$ cat src/rtl/tmr_mod_counter.sv
// Triple-modular-redundant up/down modulo counter with scrubbing, per-replica health tracking, error pulses.
// Latency: q_out is combinational majority of replicas (0 cycles); err/load_err flags are registered (1 cycle).
// Backpressure: none, a step is taken on every enabled clock; optional macro TMR_CORR_CNT_EN adds corr_cnt.
module tmr_mod_counter #(
    parameter int              WIDTH      = 8,
    parameter longint unsigned MODULO     = 0,
    parameter int              FAIL_LIMIT = 4
) (
    input  logic             clk,
    input  logic             rst,
    input  logic             enable,
    input  logic             up_dn,
    input  logic             load,
    input  logic [WIDTH-1:0] load_val,
    output logic [WIDTH-1:0] q_out,
    output logic             err_corr,
    output logic             err_uncorr,
    output logic             load_err,
    output logic [2:0]       rep_failed
`ifdef TMR_CORR_CNT_EN
    ,
    output logic [15:0]      corr_cnt
`endif
);

    // MODULO == 0 means the full 2^WIDTH range, so the top value is all ones.
    localparam logic [WIDTH-1:0] MAXV  = (MODULO == 0) ? {WIDTH{1'b1}} : WIDTH'(MODULO - 64'd1);
    localparam logic [WIDTH-1:0] ONE   = {{(WIDTH-1){1'b0}}, 1'b1};
    localparam logic [7:0]       LIMIT = 8'(FAIL_LIMIT);

    typedef enum logic {
        ST_OK     = 1'b0,
        ST_FAILED = 1'b1
    } health_t;

    logic [WIDTH-1:0] r_rep0;
    logic [WIDTH-1:0] r_rep1;
    logic [WIDTH-1:0] r_rep2;
    logic             r_err_corr;
    logic             r_err_uncorr;
    logic             r_load_err;

    logic [WIDTH-1:0] w_voted;
    logic [WIDTH-1:0] w_next;
    logic             w_load_ok;
    logic [2:0]       w_mis;
    logic             w_corr_det;
    logic             w_uncorr_det;

    always_comb begin
        w_voted      = (r_rep0 & r_rep1) | (r_rep0 & r_rep2) | (r_rep1 & r_rep2);
        w_load_ok    = (load_val <= MAXV);
        w_mis        = {(r_rep2 != w_voted), (r_rep1 != w_voted), (r_rep0 != w_voted)};
        w_corr_det   = (w_mis == 3'b001) || (w_mis == 3'b010) || (w_mis == 3'b100);
        w_uncorr_det = (r_rep0 != r_rep1) && (r_rep0 != r_rep2) && (r_rep1 != r_rep2);
    end

    // Every replica is rebuilt from the vote, never from itself, so one upset lasts one cycle.
    always_comb begin
        w_next = w_voted;
        if (load) begin
            w_next = w_load_ok ? load_val : '0;
        end else if (enable) begin
            if (up_dn) begin
                w_next = (w_voted == MAXV) ? '0 : (w_voted + ONE);
            end else begin
                w_next = (w_voted == '0) ? MAXV : (w_voted - ONE);
            end
        end
    end

    always_ff @(posedge clk) begin
        if (!rst) begin
            r_rep0       <= '0;
            r_rep1       <= '0;
            r_rep2       <= '0;
            r_err_corr   <= 1'b0;
            r_err_uncorr <= 1'b0;
            r_load_err   <= 1'b0;
        end else begin
            r_rep0       <= w_next;
            r_rep1       <= w_next;
            r_rep2       <= w_next;
            r_err_corr   <= w_corr_det;
            r_err_uncorr <= w_uncorr_det;
            r_load_err   <= load && !w_load_ok;
        end
    end

    assign q_out      = w_voted;
    assign err_corr   = r_err_corr;
    assign err_uncorr = r_err_uncorr;
    assign load_err   = r_load_err;

    // Health tracking is report-only; it never feeds back into the vote.
    for (genvar gi = 0; gi < 3; gi++) begin : g_health
        health_t    r_state;
        health_t    w_state_nxt;
        logic [7:0] r_run;
        logic [7:0] w_run_nxt;
        logic       w_failed;

        always_ff @(posedge clk) begin
            if (!rst) begin
                r_state <= ST_OK;
                r_run   <= '0;
            end else begin
                r_state <= w_state_nxt;
                r_run   <= w_run_nxt;
            end
        end

        always_comb begin
            w_state_nxt = r_state;
            w_run_nxt   = r_run;
            case (r_state)
                ST_OK: begin
                    if (w_mis[gi]) begin
                        if (r_run == (LIMIT - 8'd1)) begin
                            w_state_nxt = ST_FAILED;
                            w_run_nxt   = LIMIT;
                        end else begin
                            w_run_nxt = r_run + 8'd1;
                        end
                    end else begin
                        w_run_nxt = '0;
                    end
                end
                ST_FAILED: begin
                    w_state_nxt = ST_FAILED;
                end
                default: begin
                    w_state_nxt = ST_OK;
                end
            endcase
        end

        always_comb begin
            w_failed = (r_state == ST_FAILED);
        end

        assign rep_failed[gi] = w_failed;
    end

`ifdef TMR_CORR_CNT_EN
    logic [15:0] r_corr_cnt;

    always_ff @(posedge clk) begin
        if (!rst) begin
            r_corr_cnt <= '0;
        end else if (w_corr_det && (r_corr_cnt != 16'hFFFF)) begin
            r_corr_cnt <= r_corr_cnt + 16'd1;
        end
    end

    assign corr_cnt = r_corr_cnt;
`endif

endmodule

$ cat config.mk
export PLATFORM = sky130hd
export DESIGN_NAME = tmr_mod_counter
export DESIGN_NICKNAME = d
export VERILOG_FILES = /design/src/rtl/tmr_mod_counter.sv
export SDC_FILE = /design/constraint.sdc
export NUM_CORES = 1
export LEC_CHECK = 0
export BUFFER_PORTS_ARGS = -buffer_cell sky130_fd_sc_hd__buf_4
export CAP_MARGIN = 40
export CORE_ASPECT_RATIO = 0.9
export CORE_UTILIZATION = 48
export DETAILED_ROUTE_END_ITERATION = 8
export GPL_ROUTABILITY_DRIVEN = 0
export GPL_TIMING_DRIVEN = 0
export HOLD_SLACK_MARGIN = 0.03
export MAX_ROUTING_LAYER = met4
export PLACE_DENSITY = 0.76
export SLEW_MARGIN = 40
export SYNTH_ARGS = -nofsm -noshare
export SYNTH_HDL_FRONTEND = slang
export SYNTH_SLANG_ARGS = --single-unit
$ cat constraint.sdc
create_clock -name clk -period 2.15 [get_ports clk]
set_input_delay 0.1075 -clock clk [delete_from_list [all_inputs] [get_ports clk]]
set_output_delay 0.1075 -clock clk [all_outputs]
set_load 0.1 [all_outputs]
* Yosys cells after proc, flatten, opt, wreduce, memory -nomap -nowiden
Index checks and enable logic that the tools add are counted.
** Cells by class
- Eq/ne operators :: 8
- Multiplexer cells :: 21
- Magnitude comparators :: 1
- Bitwise gates (word level) :: 6
- Reductions and logical operators :: 5
- $add $sub $neg :: 5
** Operator list (number)
- 2-to-1 mux 8 bit :: 12
- adder 8 x 1 -> 8 bit, second input constant :: 4
- equality test 8 x 2 -> 1 bit, second input constant :: 3
- OR 8 bit :: 2
- bitwise AND 8 bit :: 1
- equality test 8 bit, second input constant :: 1
- <= comparator 8 bit, second input constant :: 1
- zero test 8 bit :: 1
- inequality test 8 bit :: 1
- subtractor 8 x 1 -> 8 bit, second input constant :: 1
- 2-to-1 mux 1 bit :: 6
- case mux 1 bit (2 select lines) :: 3
- equality test 3 x 1 -> 1 bit, second input constant :: 1
- equality test 3 x 2 -> 1 bit, second input constant :: 1
- equality test 3 bit, second input constant :: 1
- inverter 1 bit :: 3
- logical OR 1 bit :: 2
- logical AND 1 bit :: 1
- zero test 1 bit :: 1
** Word-level totals
- Bits of input ports :: 13
- Register bits after elaboration :: 37
- Output and inout port bits :: 14

* Depth between registers and ports, before layout
Gate-level depths: netlist (run 1).
- Depth after elaboration :: 8
- Gate-level depth with buffers :: 7

* Worst setup path before layout (run 1)
OpenSTA, ideal clock, no wires.
- Path type :: register to register
- Start point :: register r_rep2[0]
- End point :: register r_rep2[6]
- Stages on the path, launching flop included :: 7
- Library setup time :: 127 ps
- Arrival :: 2194 ps
- Buffers on the path :: 0
- Setup slack :: -171 ps
- Required time :: 2023 ps
- Cells stage by stage :: dfxtp_1 > inv_1 > ha_1 > nor2b_1 > a32o_1 > a211oi_1 > nor3_1
** On the way
- Word-level cells in the longest chain between the ends :: 8
- Elaborated cells on any way between the ends :: 12
- Classes of those cells :: 2 x add/sub; 1 x eq/ne; 5 x mux; 3 x bitwise; 1 x reduce/logical
** RTL lines
- start, declared :: RTL line 38 : logic [WIDTH-1:0] r_rep2;
- start signal, assigned :: RTL line 83 : r_rep2 <= w_next;
- bitwise AND 8 bit (*) :: RTL line 51 : w_voted = (r_rep0 & r_rep1) | (r_rep0 & r_rep2) | (r_rep1 & r_rep2);
- OR 8 bit :: RTL line 51
- OR 8 bit (*) :: RTL line 51
- subtractor 8 x 1 -> 8 bit (tied with other cells) :: RTL line 67 : w_next = (w_voted == '0) ? MAXV : (w_voted - ONE);
- 2-to-1 mux 8 bit, on equally long branches :: RTL line 67, 65
- 2-to-1 mux 8 bit (*) :: RTL line 64 : if (up_dn) begin
- 2-to-1 mux 8 bit (*) :: RTL line 63 : end else if (enable) begin
- 2-to-1 mux 8 bit (*) :: RTL line 61 : if (load) begin
Every way passes the cells marked *; elsewhere a longest branch is shown, timed or not.
A chain may end at the register's enable or synchronous reset.

* Worst setup path in the final report (run 1)
- Start point :: register r_rep2[1]
- End point :: register r_rep2[6]
The elaborated chain is that of the path after synthesis.

==> key figures, run 1 <==
Drt
  – Drt total wl: just under 2000 um
  – WL/cell: around 13 um
  – TritonRoute pass-1 iters: 4
  – Final ANT Viol Nets: 0
  – Vias post-DR: between 800 and 900
  – DR DRC count: 0
  – Vias per cell: roughly 5.6
  – Initial drt markers: 38

GRT
  – Antenna violations before repair: 0
  – Gr usage total: approximately a quarter
  – Grt ovf: 0
  – Global-route wire length before repair: just over 3000 um
  – Vias in the first global route: 649
  – Largest net degree at the start of global routing: 11

Yosys
  – Post-synth ARST share: 0%
  – Share of the synthesized area in the top cell type: about a fifth
  – Predominant post-synthesis flop cell: dfxtp_1
  – Synthesized area: about 770 um^2
  – Top cells by area, synth: dfxtp_1 (21%), o21ai_0 (6.5%), buf_4 (5.8%)
  – Post-synthesis instance total: 100
  – Most common cell in the netlist: o21ai_0
  – #FFs+latches synth: 8
  – Most instantiated cells after synthesis: o21ai_0 (10), dfxtp_1 (8), buf_4 (6), nand2_1 (6)
  – Post-synth EDFFs: 0
  – Register area share after synthesis: 20.7%
  – Post-synthesis cell type count: roughly 40
  – Ys Warns: 0
  – Syn avg cell area: just under 8 um^2
  – Synth area leader: dfxtp_1

Clock network
  – CTS-repair resized insts: 0
  – CTS Sinks: 8
  – Worst skew pair latency: approximately 0.27 ns
  – Clock buffer depth: 2
  – Clock Pin Slew Worst Setup and Hold Paths: around 0.06 ns
  – Root buf cell: clkbuf_4
  – Post-CTS Setup Bufs: 0
  – TritonCTS Buffers: 3
  – TritonCTS clock tree: built
  – Cts hold-fix bufs: 0
  – H-tree levels: 1

Cells and area
  – Nets: 144
  – Layout cells sized above 1: around a third
  – Layout Area Growth over Synthesis: 27.7%
  – Top Registers: r_rep2 (8)
  – Largest register FFs: 8
  – ANT cells: 0
  – FILL cells: 130
  – Largest Register: r_rep2

Setup path
  – Worst setup SP type: flip-flop
  – Crit. End Element: flip-flop
  – Slowest cell on crit path: dfxtp_2
  – Crit-path cells: buf_2 -> inv_1 -> ha_1 -> nor2b_1 -> a32o_1 -> and4_1 -> nor3_1
  – Worst setup path category: reg2reg
  – CP max stage delay: approximately 0.33 ns
  – CP arrival: 1.87 ns
  – CP required: about 2.3 ns
  – Critical path peak fanout: 8

Die
  – Die H: 40.1 um
  – CORE AREA: between 1000 and 1500 um^2
  – Num rows: 13
  – Total die area: 1780 um^2
  – Initial core utilization: between 50% and 60%
  – Io pins: 27
  – Die Wd: between 40 and 50 um

STA
  – RSZ-0062 raised after global routing: no
  – # setup viols final: 0
  – Final hold slack: approximately 0.13 ns
  – Peak Freq: 594 MHz
  – Final Worst Setup Slack: 0.466 ns
  – Pins Over Slew Limit: 0
  – Final hold vios: 0
  – Fin crit share: between 70% and 80%
  – Worst Skew: about 0.0037 ns
  – Setup tns final: 0 ns
  – Crit path time final: ~1.7 ns

Placed design
  – I/O Buffers: 19
  – Detailed placement HPWL: 1410 um
  – Pre-CTS setup slack: about 0.5 ns

Power and ir drop
  – Leak: roughly 0.45 nW
  – Worst vdd ir: approximately 0.32 mV
  – PwrDens: about 630 nW/um^2

Status
  – Status: completed

Run
  – Max-Cap Viols: 0

Hold path
  – Worst hold path class: in2reg
[power breakdown]
group          total [mW]  switching, mW  internal (mW)
Sequential          0.181         0.0198          0.161
Clock               0.133         0.0677         0.0649
Combinational       0.306          0.214         0.0920
Total               0.619          0.301          0.318
[per-stage QoR]
step	util (%)	area [um^2]	cells	power, mW
global route	66.7	987	149	0.645
floorplan	-	795	105	0.428
global placement	65.2	965	146	0.484
detailed placement	65.2	965	146	0.487
finish	66.7	987	149	0.619
CTS	66.7	987	149	0.615
[cell type report]
type | instances | area (um^2) | area share [%]
Multi-Input combinational cell | 79 | 514 | 52.1
Sequential cell | 8 | 163 | 16.5
Timing Repair Buffer | 19 | 143 | 14.4
Buffer | 13 | 98.8 | 10.0
Tap cell | 22 | 27.5 | 2.79
Clock buffer | 3 | 22.5 | 2.28
Inverter | 5 | 18.8 | 1.90
[layout by cell type (no fill, tap or decap), types with 2 or more instances in the layout]
cell type	n
a21oi_1	4
a31oi_1	3
a32o_1	2
and4_1	3
buf_2	3
buf_4	25
buf_6	3
clkbuf_4	3
conb_1	6
dfxtp_1	6
dfxtp_2	2
ha_1	2
inv_1	5
nand2_1	6
nand2b_1	2
nand3_1	3
nand4_1	4
nor2_1	5
nor3_1	3
o21ai_0	10
o31ai_1	2
xnor2_1	3
xor2_1	2
[final timing paths]
check / slack [ns] / cells after the start / start / end
worst max-delay path: 0.47 / 7 / r_rep2[1] / r_rep2[6]
worst min-delay path: 0.13 / 3 / load / r_rep2[2]
worst min register to register: 0.68 / 2 / r_rep2[4] / r_rep2[4]
worst max register to register: 0.47 / 7 / r_rep2[1] / r_rep2[6]
[metal layers]
layer,up-vias,part of all wire (%),routed length [um],track usage [%]
li1,413,-,-,-
met1,364,43,826,31.1
met2,52,46,895,37.5
met3,7,9.5,184,9.01
met4,0,1.8,34,9.85
met5,-,0,0,-
[cells by family (layout without fill, tap and decap cells)]
family	Yosys count	count (layout)	share of synthesized area (%)
flops	8	8	20.7
xor+xnor	5	5	5.66
fa+ha+maj	2	2	3.24
other cells	1	6	0.485
buf+inv	18	40	15.2
compound gates	30	30	25.7
mux	1	1	1.29
simple gates	35	35	27.7
[critical path, delay by kind of cell, from the launching register on]
family | cells | cell delay, ns
buffers and inverters | 2 | 0.24
adder cells (fa/ha/maj) | 1 | 0.23
flip-flops | 1 | 0.33
AO/OA/AOI/OAI | 1 | 0.27
AND/OR/NAND/NOR | 3 | 0.53
Note: power is estimated with default switching activity, not from simulation.
==> run 2: changes to the inputs <==
==> constraint.sdc (replaced) <==
create_clock -name clk -period 1.6 [get_ports clk]
set_input_delay 0.08 -clock clk [delete_from_list [all_inputs] [get_ports clk]]
set_output_delay 0.08 -clock clk [all_outputs]
set_load 0.1 [all_outputs]
==> run 2 against run 1 <==
Fmax rose by 12%. Cell count is 0.67% higher. Power rose by 37%. Sequential power grew 35%. Clock power up 35%.
==> key figures, run 2 (synthesized netlist as in run 1, its figures left out) <==
Cells and area
  – Layout cells sized above 1: 40.6% (+6.8 points)
  – Most common cell after layout, fill and taps aside: buf_4
  – Core Util, Final: 70.1% (+3.4 points)
  – Most frequent cells in the layout: buf_4 (25), o21ai_0 (10), nand2_1 (6), conb_1 (6)
  – FF/Latch Area: 183 um^2 (+12%)
  – Layout Area Growth over Synthesis: 34.1%
  – Top Registers: r_rep2 (8)
  – Largest register FFs: 8 (unchanged)
  – Nets: 144 (unchanged)
  – ANT cells: 0 (unchanged)
  – Largest Register: r_rep2
  – Fin cells: 150 (+0.67%)
  – Area occupied by multi-input gates: 534 um^2 (+3.9%)
  – FILL cells: 148 (+14%)

GRT
  – Grt peak-use layer: met2
  – Met3 Use GR: 9.46% (+0.45 points)
  – Vias in the first global route: 723 (+11%)
  – Antenna violations before repair: 0 (unchanged)
  – Met2 Usage GRT: 40.8% (+3.3 points)
  – Largest net degree at the start of global routing: 11 (unchanged)
  – Met1 GRT Util: 34.0% (+2.8 points)
  – Gr usage total: 27.5% (+2.3 points)
  – Grt ovf: 0 (unchanged)
  – Global-route wire length before repair: 3280 um (+8.4%)

Power and ir drop
  – Sequential power share: 28.8% (-0.4 points)
  – Comb power frac: 50.2% (+0.9 points)
  – Leak: 0.461 nW (+2.6%)
  – Worst vdd ir: 0.569 mV (+77%)
  – PwrDens: 820 nW/um^2 (+31%)
  – Cell Int Power: 447 uW (+40%)
  – Clock Power Share: 21.0% (-0.4 points)
  – Net Sw Frac: 47.4% (-1.2 points)
  – Psw: 403 uW (+34%)
  – Overall Power: 850 uW (+37%)

STA
  – # setup viols final: 0 (unchanged)
  – Fin crit share: 93.5% (+15 points)
  – Pins Over Slew Limit: 0 (unchanged)
  – Final hold vios: 0 (unchanged)
  – Crit path time final: 1.50 ns (-0.187 ns)
  – Peak Freq: 668 MHz (+12%)
  – RSZ-0062 raised after global routing: no
  – Final Worst Setup Slack: 0.103 ns (-0.363 ns)
  – Worst Skew: 0.0106 ns (+0.00691 ns)

Drt
  – WL/cell: 13.7 um (+4.9%)
  – Vias per cell: 5.63 (+0.40%)
  – TritonRoute pass-1 iters: 4 (unchanged)
  – Initial drt markers: 23 (-39%)
  – DR DRC count: 0 (unchanged)
  – Drt total wl: 2050 um (+5.6%)
  – Final ANT Viol Nets: 0 (unchanged)
  – Vias post-DR: 845 (+1.1%)

Clock network
  – Cts hold-fix bufs: 0 (unchanged)
  – Clock Pin Slew Worst Setup and Hold Paths: 0.05 ns (about the same)
  – Root buf cell: clkbuf_4
  – TritonCTS Buffers: 3 (unchanged)
  – Clock buffer depth: 2 (unchanged)
  – Post-CTS Setup Bufs: 0 (unchanged)
  – Worst skew pair latency: 0.27 ns (about the same)
  – H-tree levels: 1 (unchanged)
  – CTS-repair resized insts: 0 (unchanged)
  – TritonCTS clock tree: built
  – CTS Sinks: 8 (unchanged)

Status
  – Status: completed

Setup path
  – R2r endpoint: r_rep2[6]
  – R2r setup slk: 0.10 ns (-0.36 ns)
  – Worst setup SP type: flip-flop
  – CP required: 1.77 ns (-0.57 ns)
  – CP Capture Point: r_rep2[6]
  – Crit. End Element: flip-flop
  – CP startpoint: r_rep2[0]
  – CP arrival: 1.67 ns (-0.20 ns)
  – Worst setup path category: reg2reg
  – R2r worst-path depth: 5 (-2)
  – Critical path peak fanout: 9 (+1)
  – RR Startpoint: r_rep2[0]

Hold path
  – Worst hold path class: in2reg

Die
  – Io pins: 27 (unchanged)
  – Die H: 40.1 um (unchanged)
  – Initial core utilization: 52.2% (unchanged)
  – Total die area: 1780 um^2 (unchanged)
  – Die Wd: 44.3 um (unchanged)
  – Num rows: 13 (unchanged)
  – CORE AREA: 1480 um^2 (unchanged)

Placed design
  – Pre-CTS setup slack: 0.107 ns (-0.391 ns)
  – I/O Buffers: 19 (unchanged)
  – Detailed placement HPWL: 1580 um (+12%)
  – Total placed cells including tap cells: 146 (unchanged)

Run
  – Max-Cap Viols: 0 (unchanged)
-- run 2: area by class of cell --
class / instances / share of cell area (%)
Buffer: 13 / 10.1
Multi-Input combinational cell: 79 / 51.5
Tap cell: 22 / 2.65
Sequential cell: 8 / 17.6
Timing Repair Buffer: 19 / 13.8
Inverter: 5 / 1.81
Clock buffer: 4 / 2.53
-- run 2: how the worst min path moves through the flow --
| stage | from | to | slack (ns) | depth (start not counted) |
|---|---|---|---|---|
| 2_1_floorplan | load_val[4] | r_rep2[4] | 0.26 | 2 |
| 3_3_place_gp | load_val[4] | r_rep2[4] | 0.36 | 3 |
| 3_5_place_dp | load | r_rep2[2] | 0.38 | 3 |
| 4_1_cts | load | r_rep2[2] | 0.10 | 3 |
| 5_1_grt | load | r_rep2[2] | 0.11 | 3 |
| 6_report | load | r_rep2[2] | 0.10 | 3 |
-- run 2: through the flow --
step,instance area [um^2],TNS (ns),hold slack [ns]
6_report,1040,0,0.102
5_1_grt,1040,0,0.110
4_1_cts,1040,0,0.100
3_5_place_dp,1010,0,0.379
3_3_place_gp,1010,0,0.360
2_1_floorplan,841,-0.00806,0.257
-- run 2: critical path, cell delays in order (launching register included) --
cell     delay, ns
dfxtp_4       0.37
ha_1          0.25
and2_2        0.21
a32o_1        0.22
and4_1        0.21
nor3_1        0.15
-- run 2: power by group through the flow --
stage | clock (mW) | sequential [mW] | combinational (mW)
after floorplan | 0 | 0.363 | 0.225
after global placement | 0 | 0.247 | 0.416
after detailed placement | 0 | 0.249 | 0.423
after CTS | 0.180 | 0.245 | 0.424
after global routing | 0.189 | 0.249 | 0.449
final | 0.179 | 0.245 | 0.426
-- run 2: per-layer routing --
layer / wire length (um) / up-vias / share of wire, %
li1: - / 413 / -
met1: 886 / 392 / 43
met2: 985 / 32 / 48
met3: 137 / 8 / 6.7
met4: 40 / 0 / 2.0
met5: 0 / - / 0
==> run 3: changes to the inputs <==
==> constraint.sdc (replaced) <==
create_clock -name clk -period 1.4 [get_ports clk]
set_input_delay 0.07 -clock clk [delete_from_list [all_inputs] [get_ports clk]]
set_output_delay 0.07 -clock clk [all_outputs]
set_load 0.1 [all_outputs]
==> run 3 against run 2 <==
The flow now finishes with violations (setup timing). Hold slack worse by 0.040 ns. Design area up 4.1%. Worst setup slack worse by 0.16 ns. Combinational power up 17%. Sequential power up 18%. Die area unchanged. Flip-flop and latch count unchanged.
==> key figures, run 3 (synthesized netlist as in run 1, its figures left out) <==
Cells and area
  – Largest Register: r_rep2
  – Core Util, Final: 73.0% (+2.9 points)
  – Top Registers: r_rep2 (8)
  – ANT cells: 0 (unchanged)
  – Most common cell after layout, fill and taps aside: buf_4
  – Layout Area Growth over Synthesis: 39.6%
  – Largest register FFs: 8 (unchanged)
  – Layout cells sized above 1: 46.9% (+6.3 points)
  – Fin cells: 152 (+1.3%)
  – Nets: 146 (+1.4%)
  – Most frequent cells in the layout: buf_4 (28), dfxtp_4 (7), o21ai_0 (6), nand2_1 (6), conb_1 (6)
  – Final instance area: 1080 um^2 (+4.1%)
  – FF/Latch Area: 188 um^2 (+2.7%)
  – Area occupied by multi-input gates: 561 um^2 (+4.9%)
  – FILL cells: 123 (-17%)

STA
  – Worst Skew: 0.00789 ns (-0.00276 ns)
  – Final Worst Setup Slack: -0.0541 ns (-0.157 ns)
  – RSZ-0062 raised after global routing: yes
  – Pins Over Slew Limit: 0 (unchanged)
  – Final hold vios: 0 (unchanged)
  – Fin crit share: 104% (+10 points)
  – # setup viols final: 1 (+1)
  – Crit path time final: 1.45 ns (-0.0427 ns)
  – Setup tns final: -0.0541 ns (-0.0541 ns)
  – Peak Freq: 688 MHz (+2.9%)

Setup path
  – Crit. End Element: flip-flop
  – CP required: 1.55 ns (-0.22 ns)
  – Worst setup path category: reg2reg
  – Stages on the worst setup path: 5 (unchanged)
  – CP arrival: 1.61 ns (-0.06 ns)
  – CP max stage delay: 0.38 ns (about the same)
  – Worst setup SP type: flip-flop
  – Family with the most delay on the worst path: compound AO/OA/AOI/OAI gates
  – R2r worst-path depth: 5 (unchanged)
  – Slowest cell on crit path: dfxtp_4
  – Critical path peak fanout: 9 (unchanged)
  – WP buf/inv: 0 (unchanged)
  – Crit-path cells: ha_2 -> and2_2 -> a32o_1 -> a211oi_2 -> nor3_2

Drt
  – Vias post-DR: 859 (+1.7%)
  – TritonRoute pass-1 iters: 4 (unchanged)
  – Vias per cell: 5.65 (+0.32%)
  – Wire length on met2: 1050 um (+6.6%)
  – DR DRC count: 0 (unchanged)
  – Final ANT Viol Nets: 0 (unchanged)
  – WL/cell: 14.1 um (+3.5%)
  – Initial drt markers: 30 (+30%)
  – Met3 WL: 169 um (+23%)
  – DRT met1 WL: 896 um (+1.1%)
  – Drt total wl: 2150 um (+4.9%)
  – DR top layer: met4

Placed design
  – Total placed cells including tap cells: 146 (unchanged)
  – I/O Buffers: 19 (unchanged)
  – Detailed placement HPWL: 1490 um (-5.8%)
  – Area after DPL: 1020 um^2 (+1.1%)

Die
  – Num rows: 13 (unchanged)
  – Die H: 40.1 um (unchanged)
  – Initial core utilization: 52.2% (unchanged)
  – Total die area: 1780 um^2 (unchanged)
  – Io pins: 27 (unchanged)
  – Die Wd: 44.3 um (unchanged)
  – CORE AREA: 1480 um^2 (unchanged)

Hold path
  – Worst hold path class: in2reg
  – Hold depth: 3 (unchanged)

Run
  – Max-Cap Viols: 0 (unchanged)

Power and ir drop
  – Leak: 0.473 nW (+2.8%)
  – PwrDens: 924 nW/um^2 (+13%)
  – Overall Power: 998 uW (+17%)
  – Worst vdd ir: 0.728 mV (+28%)

Clock network
  – CTS Sinks: 8 (unchanged)
  – TritonCTS clock tree: built
  – Cts hold-fix bufs: 0 (unchanged)
  – Root buf cell: clkbuf_4
  – Clock Pin Slew Worst Setup and Hold Paths: 0.07 ns (+0.02 ns)
  – H-tree levels: 1 (unchanged)
  – Clock buffer depth: 2 (unchanged)
  – Worst skew pair latency: 0.27 ns (about the same)
  – TritonCTS Buffers: 3 (unchanged)

GRT
  – Grt ovf: 0 (unchanged)
  – Global-route wire length before repair: 3320 um (+1.0%)
  – Gr usage total: 27.2% (-0.31 points)
  – Vias in the first global route: 761 (+5.3%)
  – Antenna violations before repair: 0 (unchanged)
  – Largest net degree at the start of global routing: 11 (unchanged)

Status
  – Status: finished, violations left
  – Failing checks: setup timing
## run 3: through the flow
stage	worst slack [ns]	hold WS (ns)
finish	-0.0541	0.0614
global route	-0.0858	0.110
CTS	-0.00487	0.0628
detailed placement	-0.0783	0.346
global placement	-0.0653	0.336
floorplan	-0.199	0.247
## run 3: worst paths after layout
kind	from	end	slack, ns
min	load_val[4]	r_rep2[4]	0.06
min reg2reg	r_rep2[4]	r_rep2[4]	0.59
max reg2reg	r_rep2[0]	r_rep2[6]	-0.05
max	r_rep2[0]	r_rep2[6]	-0.05
## run 3: what timing repair did
action | 4_1_cts | 5_1_grt
gates resized for setup | 4 | 2
setup endpoints to repair | 2 | 6
pin swaps | 0 | 2
setup buffers | 2 | 1
## run 3: cell type report
| class | instances | share of cell area [%] |
|---|---|---|
| tap | 22 | 2.55 |
| clock buffer | 4 | 2.43 |
| timing repair buffer | 22 | 15.3 |
| inverter | 5 | 1.74 |
| sequential | 8 | 17.4 |
| buffer | 12 | 8.69 |
| multi-input combinational | 79 | 51.9 |
## run 3: metal layers
layer  global-route usage [%]  up-vias
li1                         -      417
met1                     30.2      388
met2                     45.6       48
met3                     7.21        6
met4                     14.4        0
met5                        -        -
## run 3: worst register-to-register path: cells and delay by family (launching register included)
kind | cells | cell delay (ns)
DFF | 1 | 0.38
adders and majority gates | 1 | 0.23
and+or+nand+nor | 2 | 0.26
AOI/OAI and AO/OA | 2 | 0.47
## run 3: where the power goes
part,switching [mW],internal [mW]
Sequential,0.0415,0.247
Combinational,0.334,0.164
Clock,0.101,0.110
